$ cat config.mk
export PLATFORM = sky130hd
export DESIGN_NAME = mem_access_unit
export DESIGN_NICKNAME = d
export VERILOG_FILES = /design/src/rtl/mem_access_unit.sv
export SDC_FILE = /design/constraint.sdc
export NUM_CORES = 1
export LEC_CHECK = 0
export CAP_MARGIN = 20
export CELL_PAD_IN_SITES_DETAIL_PLACEMENT = 0
export CELL_PAD_IN_SITES_GLOBAL_PLACEMENT = 1
export CORE_MARGIN = 10
export CORE_UTILIZATION = 35
export CTS_BUF_LIST = sky130_fd_sc_hd__clkbuf_8
export CTS_CLUSTER_SIZE = 12
export DETAILED_ROUTE_END_ITERATION = 12
export GPL_TIMING_DRIVEN = 0
export PLACE_DENSITY_LB_ADDON = 0.1
export SYNTH_ARGS = -nofsm -noshare
export SYNTH_HDL_FRONTEND = slang
export SYNTH_SLANG_ARGS = --single-unit
$ cat constraint.sdc
create_clock -name clk -period 2.6 [get_ports clk]
set_input_delay 0.52 -clock clk [delete_from_list [all_inputs] [get_ports clk]]
set_output_delay 0.52 -clock clk [all_outputs]
set_load 0.02 [all_outputs]
$ cat src/rtl/mem_access_unit.sv
// ---------------------------------------------------------------------------
// mem_access_unit
//
// MEM-stage load/store responder. It turns one decoded load or store into a
// single word-aligned bus transaction with byte strobes and formats the load
// result (sign/zero extension). It stalls the pipeline until the access ends
// and flags misaligned, illegal-width and timed-out accesses.
//
// Parameters
//   TIMEOUT_CYCLES : WAIT cycles allowed before the access faults (0 = never)
//   ADDR_W         : address bus width
//
// Ports
//   clk, rst_n                 : clock, asynchronous active-low reset
//   memRead, memWrite          : load / store request from EX/MEM
//   funct3                     : width/sign (000 B, 001 H, 010 W, 100 BU, 101 HU)
//   addr, wdata                : byte address, store data (rs2)
//   stall                      : freezes PC and IF/ID/EX/MEM registers
//   done                       : one-cycle completion pulse
//   rdata                      : formatted load result (valid with done)
//   access_fault               : qualifies done: misaligned/illegal/timeout
//   bus_req, bus_we            : bus request, write enable
//   bus_addr                   : word-aligned address
//   bus_wstrb, bus_wdata       : byte-lane enables, lane-replicated data
//   bus_ack, bus_rdata         : one-cycle completion, read word
//
// Optional feature (macro MEM_ACCESS_STATS_EN)
//   load_count, store_count, fault_count : 32-bit wrapping access counters
// ---------------------------------------------------------------------------
module mem_access_unit #(
  parameter int TIMEOUT_CYCLES = 255,
  parameter int ADDR_W         = 32
) (
  input  logic              clk,
  input  logic              rst_n,
  input  logic              memRead,
  input  logic              memWrite,
  input  logic [2:0]        funct3,
  input  logic [ADDR_W-1:0] addr,
  input  logic [31:0]       wdata,
  output logic              stall,
  output logic              done,
  output logic [31:0]       rdata,
  output logic              access_fault,
  output logic              bus_req,
  output logic              bus_we,
  output logic [ADDR_W-1:0] bus_addr,
  output logic [3:0]        bus_wstrb,
  output logic [31:0]       bus_wdata,
  input  logic              bus_ack,
  input  logic [31:0]       bus_rdata
`ifdef MEM_ACCESS_STATS_EN
  ,
  output logic [31:0]       load_count,
  output logic [31:0]       store_count,
  output logic [31:0]       fault_count
`endif
);

  typedef enum logic [1:0] {
    S_IDLE,
    S_WAIT,
    S_DONE
  } state_t;

  // The counter only has to reach TIMEOUT_CYCLES-1 before the timeout fires.
  localparam int CNT_W = (TIMEOUT_CYCLES > 1) ? $clog2(TIMEOUT_CYCLES) : 1;
  localparam logic [CNT_W-1:0] CNT_LAST = CNT_W'(TIMEOUT_CYCLES - 1);

  state_t           state, state_next;
  logic [CNT_W-1:0] wait_cnt;
  logic [2:0]       f3_q;
  logic [1:0]       lo_q;

  logic             req;
  logic             req_fault;
  logic [3:0]       st_strb;
  logic [31:0]      st_data;
  logic [31:0]      ld_data;
  logic             tmo_hit;

  assign req     = memRead | memWrite;
  assign tmo_hit = (TIMEOUT_CYCLES != 0) && (wait_cnt == CNT_LAST);

  // Outputs decoded straight from the state register so reset clears them
  // asynchronously and bus_req drops the moment rst_n falls.
  assign stall   = ((state == S_IDLE) && req) || (state == S_WAIT);
  assign done    = (state == S_DONE);
  assign bus_req = (state == S_WAIT);

  // Fault classification of the request presented in IDLE.
  // NOTE: every signal written in an always_comb gets a default first, so no
  // path through the block leaves it unassigned and no latch is inferred.
  always_comb begin
    req_fault = 1'b0;
    if (memRead && memWrite) begin
      req_fault = 1'b1;
    end else if (memRead) begin
      case (funct3)
        3'b011, 3'b110, 3'b111: req_fault = 1'b1;
        default:                req_fault = 1'b0;
      endcase
    end else if (memWrite) begin
      case (funct3)
        3'b000, 3'b001, 3'b010: req_fault = 1'b0;
        default:                req_fault = 1'b1;
      endcase
    end
    // Alignment: funct3[1:0] encodes the width for both signed and unsigned.
    if (funct3[1:0] == 2'b01 && addr[0])          req_fault = 1'b1;
    if (funct3[1:0] == 2'b10 && addr[1:0] != 2'b00) req_fault = 1'b1;
  end

  // Store lane placement: strobes follow the byte offset, data is replicated
  // so the selected lanes always carry the right bytes.
  always_comb begin
    st_strb = 4'b1111;
    st_data = wdata;
    case (funct3[1:0])
      2'b00: begin
        st_strb = 4'b0001 << addr[1:0];
        st_data = {4{wdata[7:0]}};
      end
      2'b01: begin
        st_strb = addr[1] ? 4'b1100 : 4'b0011;
        st_data = {2{wdata[15:0]}};
      end
      default: begin
        st_strb = 4'b1111;
        st_data = wdata;
      end
    endcase
  end

  // Load formatting from the latched width and byte offset.
  always_comb begin
    logic [7:0]  lb;
    logic [15:0] lh;
    lb      = bus_rdata[8*lo_q +: 8];
    lh      = lo_q[1] ? bus_rdata[31:16] : bus_rdata[15:0];
    ld_data = bus_rdata;
    case (f3_q)
      3'b000:  ld_data = {{24{lb[7]}}, lb};
      3'b100:  ld_data = {24'h0, lb};
      3'b001:  ld_data = {{16{lh[15]}}, lh};
      3'b101:  ld_data = {16'h0, lh};
      default: ld_data = bus_rdata;
    endcase
  end

  always_comb begin
    state_next = state;
    case (state)
      S_IDLE: begin
        if (req) state_next = req_fault ? S_DONE : S_WAIT;
      end
      S_WAIT: begin
        if (bus_ack || tmo_hit) state_next = S_DONE;
      end
      S_DONE:  state_next = S_IDLE;
      default: state_next = S_IDLE;
    endcase
  end

  // NOTE: sequential state uses non-blocking assignments so every register
  // samples the pre-edge values regardless of statement order.
  always_ff @(posedge clk or negedge rst_n) begin
    if (!rst_n) begin
      state        <= S_IDLE;
      wait_cnt     <= '0;
      f3_q         <= '0;
      lo_q         <= '0;
      bus_we       <= 1'b0;
      bus_addr     <= '0;
      bus_wstrb    <= '0;
      bus_wdata    <= '0;
      rdata        <= '0;
      access_fault <= 1'b0;
    end else begin
      state <= state_next;
      case (state)
        S_IDLE: begin
          if (req && req_fault) begin
            rdata        <= '0;
            access_fault <= 1'b1;
          end else if (req) begin
            wait_cnt  <= '0;
            f3_q      <= funct3;
            lo_q      <= addr[1:0];
            bus_we    <= memWrite;
            bus_addr  <= {addr[ADDR_W-1:2], 2'b00};
            bus_wstrb <= memWrite ? st_strb : 4'b0000;
            bus_wdata <= st_data;
          end
        end
        S_WAIT: begin
          // An ack in the timeout cycle still completes the access normally.
          if (bus_ack) begin
            rdata        <= bus_we ? 32'h0 : ld_data;
            access_fault <= 1'b0;
          end else if (tmo_hit) begin
            rdata        <= '0;
            access_fault <= 1'b1;
          end else begin
            wait_cnt <= wait_cnt + 1'b1;
          end
        end
        default: ;
      endcase
    end
  end

`ifdef MEM_ACCESS_STATS_EN
  // bus_we is only latched for legal accesses, so it is valid whenever the
  // finishing access did not fault.
  always_ff @(posedge clk or negedge rst_n) begin
    if (!rst_n) begin
      load_count  <= '0;
      store_count <= '0;
      fault_count <= '0;
    end else if (state == S_DONE) begin
      if (access_fault)  fault_count <= fault_count + 1'b1;
      else if (bus_we)   store_count <= store_count + 1'b1;
      else               load_count  <= load_count + 1'b1;
    end
  end
`endif

endmodule

==> metrics.txt <==
post-CTS resize count=0; Clk pin slew, worst setup/hold paths=roughly 0.070 ns; first-pass GRT wire length=roughly 29,000 µm; clock buffer count from CTS=17; worst vdd ir=0.699 mV; Reg area=around 2900 µm²; Place WS=-0.237 ns; actual slew at the worst max-slew pin=0.884 ns; CP Capture Type=primary output; post-route cell area=8330 µm²; Initial DRT Pass Iterations=6; # placed instances=between 900 and 1k; yosys warns=0; hpwl dp=approximately 14,000 µm; Startpoint Class=input port; vias per cell=slightly below 5; hold depth=1; post-synth cell types=43; vias in the first global route=5,019; WL final=~18,000 µm; # Max-Cap Violations=0; Final Power=between 9000 and 10,000 µW; clk_skew=approximately 0.0094 ns; worst setup path class=input port to primary output; crit path time final=between 2 and 2.5 ns; # fillers=1,394; final cell count without fillers=about 950; leakage power=around 0.0037 µW; Clock Sinks=115; layout cells sized above 1=0.137; top cell type's share of synthesized area=0.519; die area=approximately 21,000 µm²; worst hold path type=register to register; most instantiated cells after synthesis=115 x dfrtp_1, 46 x a21oi_1, 45 x nand2_1; post-CTS setup buffers=0; final hold vios=0; synth top area cells=dfrtp_1 52%, mux2_4 11%, mux2i_1 4.9%; Multi-input gate area=between 2000 and 2500 µm²; largest net degree at the start of global routing=80; cell with the most instances after synthesis=dfrtp_1; Slowest cell on crit path=clkdlybuf4s50_1; CP Data Required Time=about 2.1 ns; PwrDens=between 1000 and 1500 nW/µm²; # setup viols final=0; setup ws final=between 0.1 and 0.15 ns; Initial Utilization=0.361; Crit path largest cell delay=0.56 ns; H-tree depth=4; core area=around 15,000 µm²; R2R depth=8; fin nets=around 830; total track usage=0.170; fin crit share=0.950; Cells after Synth=~500; CP Max Fanout=4; CTS tree=yes; RSZ-0062 raised after global routing=false; initial antenna violation count=1; status=completed; Slew Limit Headroom=0.409; Die Ht=between 100 and 150 µm; Die W=~150 µm; Crit path top cell by count=clkdlybuf4s50_1; Mapped Area=5550 µm²; syn avg cell area=11.2 µm²; # DRC=0; max frequency=~0.40 GHz; synth-to-layout area growth=50.3%; Max Slew Vio Count=0; Ports=about 210; Post-synth EDFFs=0; port bufs=206; critical path, cell by cell=clkdlybuf4s50_1, nor3_1, nor2_1, clkdlybuf4s50_1; Clock Tree Buf Depth=2; sequential fraction of the synthesis area=0.519; antenna viol nets, final=0; grt ovf=0; average wire per standard cell=~19 µm; leading area contributor after synthesis=dfrtp_1; FFs w/ async S/R, synth=1.00; vias post-DR=~4.7k; instance area at placement=between 7000 and 8000 µm²; num rows=45; utilization after layout=0.542; Worst Path Arrival=just under 2 ns; Iteration-0 DRC Markers=between 200 and 250; Final GP Congestion=around 0.87; clock root buffer=clkbuf_8; Yosys reg bits=115; worst-skew pair later-pin latency=between 0.4 and 0.5 ns; commonest register cell after synthesis=dfrtp_1
==> metrics by stage <==
| stage | setup TNS, ns | hold WS, ns |
|---|---|---|
| after global placement | -428.60 | 0.462 |
| after detailed placement | -11.54 | 0.449 |
| final | 0 | 0.480 |
| after global routing | 0 | 0.507 |
| after CTS | 0 | 0.487 |
| after floorplan | 0 | 0.224 |
==> routing by layer <==
metal  up-vias  wire (µm)  track usage
met5         -          0            0
met4         0        188       0.0541
met3        15       1840       0.0826
met2       160       8470        0.266
met1      2271       7740        0.202
li1       2228          -            -
==> critical path: cells and delay by family <==
| family | cells | cell delay, ns |
|---|---|---|
| and+or+nand+nor | 2 | 0.39 |
| buffers and inverters | 2 | 1.03 |
==> sequential cells by signal (all words and copies together) (netlist names) <==
signal	flops
f3_q	3
wait_cnt	8
rdata	32
bus_we	1
state	2
access_fault	1
bus_addr	30
bus_wdata	32
lo_q	2
bus_wstrb	4
==> placed cells by master (no fill, tap or decap), types with 19 or more instances in the layout <==
| cell | synthesis | final |
|---|---|---|
| clkdlybuf4s50_1 | 0 | 205 |
| dfrtp_1 | 115 | 115 |
| a21oi_1 | 46 | 46 |
| nand2_1 | 45 | 45 |
| mux2_4 | 41 | 41 |
| o21ai_0 | 34 | 34 |
| mux2i_1 | 27 | 27 |
| o2bb2ai_1 | 25 | 25 |
| clkbuf_1 | 22 | 22 |
| inv_1 | 20 | 20 |
| nor2_1 | 19 | 19 |
==> where the power goes <==
group          internal (µW)  switching [µW]
clock                    955             802
combinational           2510            2610
sequential              2590             500
==> worst paths after layout <==
| path | from | end | slack [ns] |
|---|---|---|---|
| worst min register to register | rdata[14] | rdata[14] | 0.48 |
| worst max register to register | lo_q[0] | rdata[25] | 0.38 |
| min in group asynchronous | rst_n | wait_cnt[1] | 0.56 |
| worst min-delay path | rdata[14] | rdata[14] | 0.48 |
| max in group asynchronous | rst_n | bus_wdata[29] | 1.33 |
| worst max-delay path | memWrite | stall | 0.13 |
==> cell type report <==
type | instances | share of cell area
buffer | 36 | 0.0231
clock inverter | 15 | 0.0219
antenna | 1 | 0.000300
clock buffer | 17 | 0.0281
sequential | 115 | 0.345
multi-input combinational | 325 | 0.289
timing repair buffer | 208 | 0.252
inverter | 20 | 0.00901
tap | 211 | 0.0317
==> cells by family (layout without fill, tap and decap cells) <==
group | after synthesis | after routing | synth area share
fa+ha+maj | 2 | 2 | 0.00451
compound gates | 140 | 140 | 0.157
other cells | 1 | 3 | 0.000676
flops | 115 | 115 | 0.519
mux | 78 | 78 | 0.184
simple gates | 103 | 103 | 0.0868
buf+inv | 56 | 296 | 0.0483
==> timing repair <==
action                                  4_1_cts  5_1_grt
hold buffers                                  1        0
endpoints found under the setup margin        0        0
endpoints found under the hold margin        36        0
Note: power is estimated with default switching activity, not from simulation.
